--- src/rtl/delay_line_writer_pkg.sv ---
`default_nettype none
// ============================================================================
// Module      : delay_line_writer_pkg
// Description : Shared word geometry, phase-slot and line encodings, and the
//               write-sequencer state type for the delay-line store.
// Revision    : 1.0 - initial release
// ============================================================================
package delay_line_writer_pkg;

    // Word geometry: bits per stored word and width of the bit counter
    localparam int DL_WORD_W = 26;
    localparam int DL_BIT_W  = 5;

    // Phase slots within one bit time
    localparam logic [1:0] PH_W = 2'd0;
    localparam logic [1:0] PH_X = 2'd1;
    localparam logic [1:0] PH_Y = 2'd2;
    localparam logic [1:0] PH_Z = 2'd3;

    // Line select: DL44 holds PR/MD/MR/ACC, DL31 holds STP/AI/NU/PQR
    localparam logic LINE_44 = 1'b0;
    localparam logic LINE_31 = 1'b1;

    // Write sequencer: idle, shifting the word out, one-clock ack pending
    typedef enum logic [1:0] {
        WR_IDLE  = 2'd0,
        WR_SHIFT = 2'd1,
        WR_DONE  = 2'd2
    } wr_state_e;

endpackage
`default_nettype wire

--- src/rtl/delay_line_writer_if.sv ---
`default_nettype none
// ============================================================================
// Module      : delay_line_writer_if
// Description : Write-request handshake between a requester and the
//               delay-line writer (level request, one-clock ack).
// Revision    : 1.0 - initial release
// ============================================================================
interface delay_line_writer_if
    import delay_line_writer_pkg::*;
#(
    parameter int WORD_W = DL_WORD_W
);
    logic              wr_req;
    logic              wr_line;
    logic [1:0]        wr_phase;
    logic [WORD_W-1:0] wr_data;
    logic              busy;
    logic              wr_ack;

    // Requester side
    modport master (
        output wr_req, wr_line, wr_phase, wr_data,
        input  busy, wr_ack
    );

    // Writer side
    modport slave (
        input  wr_req, wr_line, wr_phase, wr_data,
        output busy, wr_ack
    );
endinterface
`default_nettype wire

--- src/rtl/dl_bit_timer.sv ---
`default_nettype none
// ============================================================================
// Module      : dl_bit_timer
// Description : Phase-slot and bit-number counter for the delay-line store.
//               Freezes while bit_en is low. Shared by reader and writer.
// Revision    : 1.0 - initial release
// ============================================================================
module dl_bit_timer
    import delay_line_writer_pkg::*;
#(
    parameter int WORD_W = DL_WORD_W,
    parameter int BIT_W  = DL_BIT_W
) (
    input  logic             clk,
    input  logic             rst_n,
    input  logic             bit_en,
    output logic [1:0]       phase,
    output logic [BIT_W-1:0] bit_idx,
    output logic             word_start,
    output logic             boundary
);
    localparam logic [BIT_W-1:0] c_LAST_BIT = BIT_W'(WORD_W - 1);

    logic [1:0]       r_phase;
    logic [BIT_W-1:0] r_bit;

    // Phase advances every enabled clock; bit number advances on the Z->W wrap
    always_ff @(posedge clk or negedge rst_n) begin
        if (!rst_n) begin
            r_phase <= PH_W;
            r_bit   <= '0;
        end else if (bit_en) begin
            r_phase <= r_phase + 2'd1;
            if (r_phase == PH_Z) begin
                r_bit <= (r_bit == c_LAST_BIT) ? '0 : r_bit + 1'b1;
            end
        end
    end

    assign phase      = r_phase;
    assign bit_idx    = r_bit;
    assign word_start = (r_phase == PH_W) && (r_bit == '0);
    // Last slot of the word period: a write accepted here starts on W of bit 0
    assign boundary   = (r_phase == PH_Z) && (r_bit == c_LAST_BIT);

endmodule
`default_nettype wire

--- src/rtl/delay_line_writer.sv ---
`default_nettype none
// ============================================================================
// Module      : delay_line_writer
// Description : Write side of the serial delay-line store. Recirculates the
//               sense-amp bits into DL44/DL31 and, on an accepted request,
//               substitutes one word (LSB first) into one line/phase slot.
// Revision    : 1.0 - initial release
// ============================================================================
module delay_line_writer
    import delay_line_writer_pkg::*;
#(
    parameter int WORD_W = DL_WORD_W,
    parameter int BIT_W  = DL_BIT_W
) (
    input  logic               clk,
    input  logic               rst_n,
    input  logic               bit_en,
    input  logic               dl44_sa,
    input  logic               dl31_sa,
    delay_line_writer_if.slave wr,
    output logic               dl44_gate,
    output logic               dl31_gate,
    output logic [1:0]         phase,
    output logic [BIT_W-1:0]   bit_idx,
    output logic               word_start
);
    localparam logic [BIT_W-1:0] c_LAST_BIT = BIT_W'(WORD_W - 1);

    wr_state_e         r_state;
    wr_state_e         w_state_nxt;
    logic              w_boundary;
    logic              w_accept;
    logic              w_write_slot;
    logic              r_lat_line;
    logic [1:0]        r_lat_phase;
    logic [WORD_W-1:0] r_shift;
    logic              r_ack;

    dl_bit_timer #(
        .WORD_W (WORD_W),
        .BIT_W  (BIT_W)
    ) u_timer (
        .clk        (clk),
        .rst_n      (rst_n),
        .bit_en     (bit_en),
        .phase      (phase),
        .bit_idx    (bit_idx),
        .word_start (word_start),
        .boundary   (w_boundary)
    );

    // Sequencer state register
    always_ff @(posedge clk or negedge rst_n) begin
        if (!rst_n) begin
            r_state <= WR_IDLE;
        end else begin
            r_state <= w_state_nxt;
        end
    end

    // Next state: accept only at the word boundary; finish after the last bit's slot
    always_comb begin
        w_state_nxt  = r_state;
        w_accept     = 1'b0;
        w_write_slot = 1'b0;
        case (r_state)
            WR_IDLE: begin
                if (bit_en && w_boundary && wr.wr_req) begin
                    w_accept    = 1'b1;
                    w_state_nxt = WR_SHIFT;
                end
            end
            WR_SHIFT: begin
                if (bit_en && (phase == r_lat_phase)) begin
                    w_write_slot = 1'b1;
                    if (bit_idx == c_LAST_BIT) begin
                        w_state_nxt = WR_DONE;
                    end
                end
            end
            WR_DONE: begin
                if (bit_en) begin
                    w_state_nxt = WR_IDLE;
                end
            end
            default: w_state_nxt = WR_IDLE;
        endcase
    end

    // Latch the request, shift the word out, drive gates and the ack pulse
    always_ff @(posedge clk or negedge rst_n) begin
        if (!rst_n) begin
            r_lat_line  <= LINE_44;
            r_lat_phase <= PH_W;
            r_shift     <= '0;
            r_ack       <= 1'b0;
            dl44_gate   <= 1'b0;
            dl31_gate   <= 1'b0;
        end else begin
            r_ack <= (r_state == WR_DONE) && bit_en;
            if (w_accept) begin
                r_lat_line  <= wr.wr_line;
                r_lat_phase <= wr.wr_phase;
                r_shift     <= wr.wr_data;
            end else if (w_write_slot) begin
                r_shift <= {1'b0, r_shift[WORD_W-1:1]};
            end
            if (!bit_en) begin
                // Lines are not refreshed while bit timing is stopped
                dl44_gate <= 1'b0;
                dl31_gate <= 1'b0;
            end else begin
                dl44_gate <= (w_write_slot && (r_lat_line == LINE_44)) ? r_shift[0] : dl44_sa;
                dl31_gate <= (w_write_slot && (r_lat_line == LINE_31)) ? r_shift[0] : dl31_sa;
            end
        end
    end

    assign wr.busy   = (r_state == WR_SHIFT);
    assign wr.wr_ack = r_ack;

endmodule
`default_nettype wire

--- src/flat_wrapper.sv ---
// flat-port wrapper written by rule: the top's interface ports become plain ports
module delay_line_writer_flat import delay_line_writer_pkg::*;
#(
    parameter int WORD_W = DL_WORD_W,
    parameter int BIT_W  = DL_BIT_W
)
  (clk, rst_n, bit_en, dl44_sa, dl31_sa, dl44_gate, dl31_gate, phase, bit_idx, word_start, wr_wr_req, wr_wr_line, wr_wr_phase, wr_wr_data, wr_busy, wr_wr_ack);
  delay_line_writer_if #(.WORD_W(WORD_W)) wr_i ();
  input  logic clk;
  input  logic rst_n;
  input  logic bit_en;
  input  logic dl44_sa;
  input  logic dl31_sa;
  output logic dl44_gate;
  output logic dl31_gate;
  output logic [1:0] phase;
  output logic [BIT_W-1:0] bit_idx;
  output logic word_start;
  input wire logic [$bits(wr_i.wr_req)-1:0] wr_wr_req;
  input wire logic [$bits(wr_i.wr_line)-1:0] wr_wr_line;
  input wire logic [$bits(wr_i.wr_phase)-1:0] wr_wr_phase;
  input wire logic [$bits(wr_i.wr_data)-1:0] wr_wr_data;
  output wire logic [$bits(wr_i.busy)-1:0] wr_busy;
  output wire logic [$bits(wr_i.wr_ack)-1:0] wr_wr_ack;
  assign wr_i.wr_req = wr_wr_req;
  assign wr_i.wr_line = wr_wr_line;
  assign wr_i.wr_phase = wr_wr_phase;
  assign wr_i.wr_data = wr_wr_data;
  assign wr_busy = wr_i.busy;
  assign wr_wr_ack = wr_i.wr_ack;
  delay_line_writer #(.WORD_W(WORD_W), .BIT_W(BIT_W)) u_core (.clk(clk), .rst_n(rst_n), .bit_en(bit_en), .dl44_sa(dl44_sa), .dl31_sa(dl31_sa), .wr(wr_i), .dl44_gate(dl44_gate), .dl31_gate(dl31_gate), .phase(phase), .bit_idx(bit_idx), .word_start(word_start));
endmodule
--- config.mk ---
export PLATFORM = sky130hd
export DESIGN_NAME = delay_line_writer_flat
export DESIGN_NICKNAME = d
export VERILOG_FILES = /design/src/rtl/delay_line_writer_pkg.sv /design/src/rtl/delay_line_writer_if.sv /design/src/rtl/dl_bit_timer.sv /design/src/rtl/delay_line_writer.sv /design/src/flat_wrapper.sv
export SDC_FILE = /design/constraint.sdc
export NUM_CORES = 1
export LEC_CHECK = 0
export ABC_AREA = 1
export CAP_MARGIN = 40
export CORE_MARGIN = 2
export CORE_UTILIZATION = 54
export DETAILED_ROUTE_END_ITERATION = 8
export GPL_ROUTABILITY_DRIVEN = 0
export PLACE_DENSITY_LB_ADDON = 0.08
export SLEW_MARGIN = 30
export SYNTH_ARGS = -nofsm -noshare
export SYNTH_HDL_FRONTEND = slang
export SYNTH_HIERARCHICAL = 1
export SYNTH_SLANG_ARGS = --single-unit
--- constraint.sdc ---
create_clock -name clk -period 3.3 [get_ports clk]
set_input_delay 0.66 -clock clk [delete_from_list [all_inputs] [get_ports clk]]
set_output_delay 0.66 -clock clk [all_outputs]
set_load 0.1 [all_outputs]
Word level (Yosys, flattened, before mapping)
Index checks and enable logic that the tools add are counted.

storage, ports and cells
  flip-flop bits (word level) = 41
  word-level logic and storage cells = 51
  output and inout bits = 12
  input port bits = 35

operators by class
  equality and inequality tests = 9
  reduce and logical (&&, ||, !) cells = 14
  muxes and demuxes = 16
  add/subtract/negate cells = 2
  bitwise logic cells = 1

operator list
  cell                 count
  $mux 26              2
  $logic_and 1x1->1    8
  $mux 1               8
  $mux 2               4
  $ne 2x1->1 const B   3
  $pmux 2 s3           1
  $add 5x1->5 const B  1
  $eq 5x5->1 const B   1
  $logic_not 5->1      1
  $mux 5               1
  $eq 2x2->1 const B   2
  $logic_not 2->1      2
  $reduce_and 4->1     1
  $add 2x1->2 const B  1
  $eq 2x1->1 const B   1
  $eq 2x2->1           1
  $ne 2x2->1 const B   1
  $reduce_and 2->1     1
  $reduce_bool 2->1    1
  $not 1->1            1

Depth between registers and ports, before layout
Gate-level depths: netlist of the first run.

  depth in word-level cells = 7
  mapped depth = 14
  depth with buffers taken out = 13

Hierarchy
Netlist of the first run, hierarchy kept.

by module, submodules not included
  module             times used  area each (um^2)  cells each  sequential area each (um^2)
  delay_line_writer  1           1778.0            248         850.8
  dl_bit_timer       1           442.9             55          175.2

Worst setup path before layout of the first run
OpenSTA, ideal clock, no wires.

  path kind = reg2out
  start = register u_core.u_timer.r_bit[0] (netlist: u_core/u_timer/bit_idx[0])
  end = output port word_start
  slack = -0.772 ns
  cell stages (with the launch flop) = 5
  arrival time = 3.412 ns
  path buffers = 0
  required time = 2.640 ns
  path through = dfrtp_1 -> inv_1 -> ha_1 -> nand3_1 -> nor3b_1

between the ends
  word-level cells in the longest chain between the ends = 2

RTL lines
  item                      RTL line            RTL
  start: declaration        dl_bit_timer.sv:25  logic [BIT_W-1:0] r_bit;
  start signal: assignment  dl_bit_timer.sv:35  r_bit <= (r_bit == c_LAST_BIT) ? '0 : r_bit + 1'b1;
  $logic_not 5->1           dl_bit_timer.sv:42  assign word_start = (r_phase == PH_W) && (r_bit == '0);
  $logic_and 1x1->1         dl_bit_timer.sv:42
  end: declaration          flat_wrapper.sv:18  output logic word_start;

No other way between the ends.

Worst setup path in the final report of the first run
  start = input port bit_en
  end = register u_core.r_shift[8]

between the ends
  word-level cells in the longest chain between the ends = 5
  elaborated cells on any way between the ends = 9
  those cells by class = mux: 5; reduce/logical: 4

RTL lines
  item                                                 RTL line                  RTL
  start: declaration                                   flat_wrapper.sv:11        input logic bit_en;
  $logic_and 1x1->1 (2 in a row)                       delay_line_writer.sv:68   if (bit_en && w_boundary && wr.wr_req) begin
  $mux 1                                               delay_line_writer.sv:68
  $mux 1                                               delay_line_writer.sv:66   case (r_state)
  $mux 26 / $reduce_bool 2->1 (equally long branches)  --
  end signal: assignment                               delay_line_writer.sv:104  r_shift <= wr.wr_data;
  end signal: assignment                               delay_line_writer.sv:106  r_shift <= {1'b0, r_shift[WORD_W-1:1]};
  end: declaration                                     delay_line_writer.sv:36   logic [WORD_W-1:0] r_shift;

Parallel ways exist; a longest one is shown, timed or not.
A chain may end at the register's enable or synchronous reset.

==> results of run 1 <==
==> path summary, 6_finish.rpt <==
| check | cells past startpoint | to | slack, ns | from |
|---|---|---|---|---|
| min in group clk | 1 | u_core/wr.wr_ack | 0.44 | u_core/r_state[0] |
| max in group asynchronous | 2 | u_core/r_shift[7] | 2.58 | rst_n |
| setup reg to reg | 13 | u_core/r_shift[8] | 1.06 | u_core/u_timer/bit_idx[1] |
| hold reg to reg | 1 | u_core/wr.wr_ack | 0.44 | u_core/r_state[0] |
| setup / recovery | 8 | u_core/r_shift[8] | 0.87 | bit_en |
| hold / removal | 1 | u_core/dl31_gate | 0.26 | rst_n |
==> where the power goes <==
group / leakage, nW / switching (W) / total, W / internal [W]
logic: 0.974 / 0.000501 / 0.000677 / 0.000176
clock network: 0.0574 / 0.000177 / 0.000422 / 0.000246
registers: 0.519 / 0.0000686 / 0.000618 / 0.000550
==> flip-flops by register name (all words and copies together) (netlist names) <==
signal / count
u_core/r_shift: 26
u_core/u_timer/bit_idx: 5
u_core/r_lat_phase: 2
u_core/r_state: 2
u_core/u_timer/phase: 2
u_core/dl31_gate: 1
u_core/dl44_gate: 1
u_core/r_lat_line: 1
u_core/wr.wr_ack: 1
==> cell families (layout without fill, tap and decap cells) <==
group	after synthesis	count (layout)	share of synthesized area
fa+ha+maj	5	5	0.0282
flops	41	41	0.462
buf+inv	55	101	0.114
compound gates	24	24	0.0592
simple gates	175	175	0.325
xor+xnor	3	3	0.0118
==> synthesized netlist by cell type, types with 4 or more instances <==
master,instances,area [sq um]
a31oi_1,5,31.3
buf_4,4,30.0
buf_6,4,45.0
dfrtp_1,41,1030
ha_1,5,62.6
inv_1,41,154
nand2_1,128,480
nand3_1,12,60.1
nand4_1,4,25.0
nor2_1,21,78.8
nor2_2,4,25.0
o21ai_0,15,75.1
==> stage by stage <==
step	hold WS (ns)	total power (W)	std cells	worst slack (ns)	utilization
6_report	0.263	0.00172	399	0.874	0.700
5_1_grt	0.277	0.00181	399	0.674	0.700
4_1_cts	0.268	0.00173	399	0.879	0.700
3_5_place_dp	0.424	0.00130	391	0.593	0.670
3_3_place_gp	0.420	0.00129	390	0.652	0.665
2_1_floorplan	0.364	0.00112	303	0.205	-
==> layer usage <==
metal / vias up / wire [um]
met5: - / 0
met4: 0 / 79
met3: 9 / 216
met2: 49 / 2110
met1: 907 / 2160
li1: 1005 / -
==> area by class of cell <==
class | instances | area, sq um
Timing Repair Buffer | 49 | 460
Inverter | 44 | 165
Fill cell | 321 | 1190
Clock inverter | 2 | 37.5
Clock buffer | 6 | 82.6
Multi-Input combinational cell | 207 | 946
Sequential cell | 41 | 1030
Tap cell | 50 | 62.6
==> metrics.txt, run 1 <==
Post-DP Area=between 2000 and 3000 sq um; Layout area overhead=25.2%; Rel. slew slack=0.703; WP data arrival=roughly 2.7 ns; status=finished, final reports clean; Peak Freq=412 MHz; post-synthesis async set-or-reset flop share=1.00; layout cell share with drive strength beyond 1=0.0974; crit share post-route=0.735; CTS Sinks=between 40 and 50; Mapped Nets=around 340; synthesized instance count=roughly 300; VDD IR max=approximately 0.75 mV; commonest non-fill, non-tap cell in the layout=nand2_1; clk_lat worst skew=0.30 ns; Overall Global Routing Usage=0.221; WP data required=approximately 3.5 ns; setup bufs post-CTS=0; clock period minus worst slack=about 2.4 ns; met1 GRT Util=0.282; RSZ-0062 raised after global routing=false; Gates resized, CTS repair=0; Slowest-stage cell, CP=clkdlybuf4s50_1; commonest non-fill, non-tap cells in the layout=128 x nand2_1, 41 x inv_1, 41 x dfrtp_1; drt via density=4.94; Max Buffers Root-to-Sink=2; Starting Density=0.559; Largest delay share family, worst path=buffers and inverters; power per cell area=roughly 620 nW/um^2; Final Hold Vio Count=0; hold crit path type=input pin to asynchronous set/reset pin; first-pass GRT wire length=7.53 mm; Syn Area/Cell=7.33 sq um; CTS tree=done; Final TNS setup=0 ns; WL/cell=between 10 and 15 um; # IOs=47; worst-path maximum fanout=26; remaining global-route overflow=0; Die H=68.1 um; port buffer count=46; Layout Skew=between 0.008 and 0.009 ns; Root Driver=clkbuf_8; dominant synthesized flop cell=dfrtp_1; number of global-route vias before repair=roughly 1.7k; Worst-Margin Slew=about 0.44 ns; row count=23; max-slew violation count=0; Die Wd=68.1 um; post-synthesis register bit count=between 40 and 50; Final setup viols=0; Post-synth EDFFs=0; Yosys warning total=6; Vias=~2k; Setup CP Type=input pin to flip-flop; TritonCTS Buffers=5; post-route ant nets=0; CORE AREA=around 4000 sq um; die area=approximately 4600 sq um; Mapped Area=roughly 2200 sq um; Starting DRT DRC Count=just over 60; initial antenna violation count=0; post-DP HPWL=~3.2 mm; First-pass DRT Iterations=4; register area share after synthesis=0.462; CP Cell Sequence=clkdlybuf4s50_1, nand3_1, nor2_2, inv_2, nand2_4, inv_2, nand2_1, nand2_1; CP peak stage delay=about 0.63 ns; max-cap check violation count=0; nets=about 390; Detailed Route WL=4.57 mm; distinct cell type count after synthesis=24; met2 GRT Util=0.360; M3 GR Usage=0.0543; nature of the critical path endpoint=flip-flop; # diodes=0; busiest grt layer=met2; LEAKAGE=1.55 nW; CTS clock-pin slew for the worst setup and hold paths=about 0.08 ns; Post-CTS Hold Fix Bufs=0; largest net degree at the start of global routing=29; crit start category=input pin; worst path bufs/invs=3; DRC errors left=0; Max H-tree Level=2; cell area after layout=roughly 2800 sq um
(Power assumes the default switching activity.)
==> run 2: changes to the inputs <==
--- a/config.mk
+++ b/config.mk
@@ -8,7 +8,7 @@
 export ABC_AREA = 1
 export CAP_MARGIN = 40
 export CORE_MARGIN = 2
-export CORE_UTILIZATION = 54
+export CORE_UTILIZATION = 46
 export DETAILED_ROUTE_END_ITERATION = 8
 export GPL_ROUTABILITY_DRIVEN = 0
 export PLACE_DENSITY_LB_ADDON = 0.08
==> constraint.sdc (replaced) <==
create_clock -name clk -period 2.1 [get_ports clk]
set_input_delay 0.42 -clock clk [delete_from_list [all_inputs] [get_ports clk]]
set_output_delay 0.42 -clock clk [all_outputs]
set_load 0.1 [all_outputs]
==> metrics.txt, run 2 (synthesis results as in run 1) <==
status=finished, final reports clean (unchanged); Post-CTS Hold Fix Bufs=0 (unchanged); Detailed Route WL=4.59 mm (was 4.57 mm); Post-Layout Cell Count=409 (was 399); Core Util, Final=0.618 (was 0.700); WP data required=1.68 ns (was 3.53 ns); Final Hold Vio Count=0 (unchanged); Root Driver=clkbuf_8 (unchanged); Peak Freq=roughly 500 MHz; Vias=1954 (was 1970); nature of the critical path endpoint=primary output (was flip-flop); max-cap check violation count=0 (unchanged); port buffer count=46 (unchanged); largest net degree at the start of global routing=29 (unchanged); Setup CP Type=flip-flop to primary output (was input pin to flip-flop); DRC errors left=0 (unchanged); Rel. slew slack=0.614 (was 0.703); CTS Sinks=41 (unchanged); CORE AREA=4690 sq um (was 3970 sq um); number of flip-flops in the largest register=26 (unchanged); number of global-route vias before repair=1803 (was 1743); Worst-Margin Slew=0.578 ns (was 0.444 ns); Max Buffers Root-to-Sink=2 (unchanged); LEAKAGE=1.58 nW (was 1.55 nW); Biggest register=u_core/r_shift (unchanged); # diodes=0 (unchanged); Total Power=0.00271 W (was 0.00172 W); crit start category=flip-flop (was input pin); Max H-tree Level=2 (unchanged); VDD IR max=0.579 mV (was 0.751 mV); remaining global-route overflow=0 (unchanged); layout cell share with drive strength beyond 1=0.144 (was 0.0974); Final TNS setup=0 ns (unchanged); Layout area overhead=30.6% (was 25.2%); initial antenna violation count=0 (unchanged); post-DP HPWL=3.34 mm (was 3.15 mm); Die H=73.5 um (was 68.1 um); Final setup viols=0 (unchanged); Starting DRT DRC Count=111 (was 62); # IOs=47 (unchanged); clk_lat worst skew=0.30 ns (about the same); cell area after layout=2900 sq um (was 2780 sq um); max-slew violation count=0 (unchanged); TritonCTS Buffers=5 (unchanged); drt via density=4.78 (was 4.94); CTS clock-pin slew for the worst setup and hold paths=0.09 ns (was 0.08 ns); # placed instances=401 (was 391); first-pass GRT wire length=7.98 mm (was 7.53 mm); Layout Skew=0.0143 ns (was 0.00821 ns); Starting Density=0.473 (was 0.559); commonest non-fill, non-tap cells in the layout=128 x nand2_1, 39 x inv_1, 34 x dfrtp_1 (was 128 x nand2_1, 41 x inv_1, 41 x dfrtp_1); Die Wd=73.5 um (was 68.1 um); hold crit path type=input pin to asynchronous set/reset pin (unchanged); post-route ant nets=0 (unchanged); WL/cell=11.2 um (was 11.4 um); WP data arrival=1.56 ns (was 2.66 ns); die area=5400 sq um (was 4640 sq um); First-pass DRT Iterations=5 (was 4); worst-path maximum fanout=5 (was 26); commonest non-fill, non-tap cell in the layout=nand2_1 (unchanged); row count=25 (was 23); CTS tree=done (unchanged); Overall Global Routing Usage=0.191 (was 0.221); Post-DP Area=2790 sq um (was 2660 sq um); nets=394 (was 388); clock period minus worst slack=between 1.5 and 2 ns; power per cell area=934 nW/um^2 (was 618 nW/um^2); crit share post-route=0.942
run 2: cell count changes in the layout (fill, tap and decap cells not counted), sizes merged:
cell	before	now
buf	16	22
bufinv	1	0
clkbuf	6	7
clkinv	1	2
clkinvlp	1	0
run 2: critical path: stages (launching register included):
cell and delay [ns]:
dfrtp_4 0.52, inv_4 0.08, ha_4 0.13, nand3_2 0.09, nor3b_4 0.24, buf_12 0.20
run 2: report_power, final:
part,internal (W),switching (W)
clock network,0.000297,0.000271
logic,0.000328,0.000802
registers,0.000886,0.000125
total,0.00151,0.00120
run 2: what timing repair did:
| item | in CTS | in global routing |
|---|---|---|
| setup endpoints to repair | 0 | 9 |
| resized for setup | 0 | 4 |
| buffers inserted | 0 | 0 |
run 2: stage by stage:
stage / setup slack, ns / hold slack [ns]
floorplan: -0.125 / 0.124
global placement: 0.174 / 0.442
detailed placement: 0.197 / 0.437
CTS: 0.106 / 0.128
global route: -0.00255 / 0.156
finish: 0.121 / 0.109
run 2: metal layers:
metal  vias up  share of wire  global-route usage
met5         -              0                   0
met4         0          0.013              0.0606
met3         6          0.045              0.0412
met2        37           0.48               0.317
met1       893           0.46               0.247
li1       1018              -                   -
run 2: final timing paths:
| kind | startpoint | end | slack (ns) | cells past startpoint |
|---|---|---|---|---|
| setup / recovery | u_core/u_timer/bit_idx[1] | word_start | 0.12 | 5 |
| hold / removal | rst_n | u_core/r_shift[16] | 0.11 | 1 |
| setup reg to reg | u_core/u_timer/bit_idx[1] | u_core/r_shift[20] | 0.17 | 12 |
| hold reg to reg | u_core/r_state[0] | u_core/wr.wr_ack | 0.45 | 1 |
| max in group asynchronous | rst_n | u_core/r_shift[13] | 1.41 | 2 |
| min in group clk | u_core/r_state[0] | u_core/wr.wr_ack | 0.45 | 1 |
run 2: final cells by class:
cell class / count / area [sq um]
clock buffer: 7 / 96.3
clock inverter: 1 / 5.00
fill: 437 / 1790
inverter: 44 / 175
multi-input combinational: 207 / 970
sequential: 41 / 1040
tap: 54 / 67.6
timing repair buffer: 55 / 547
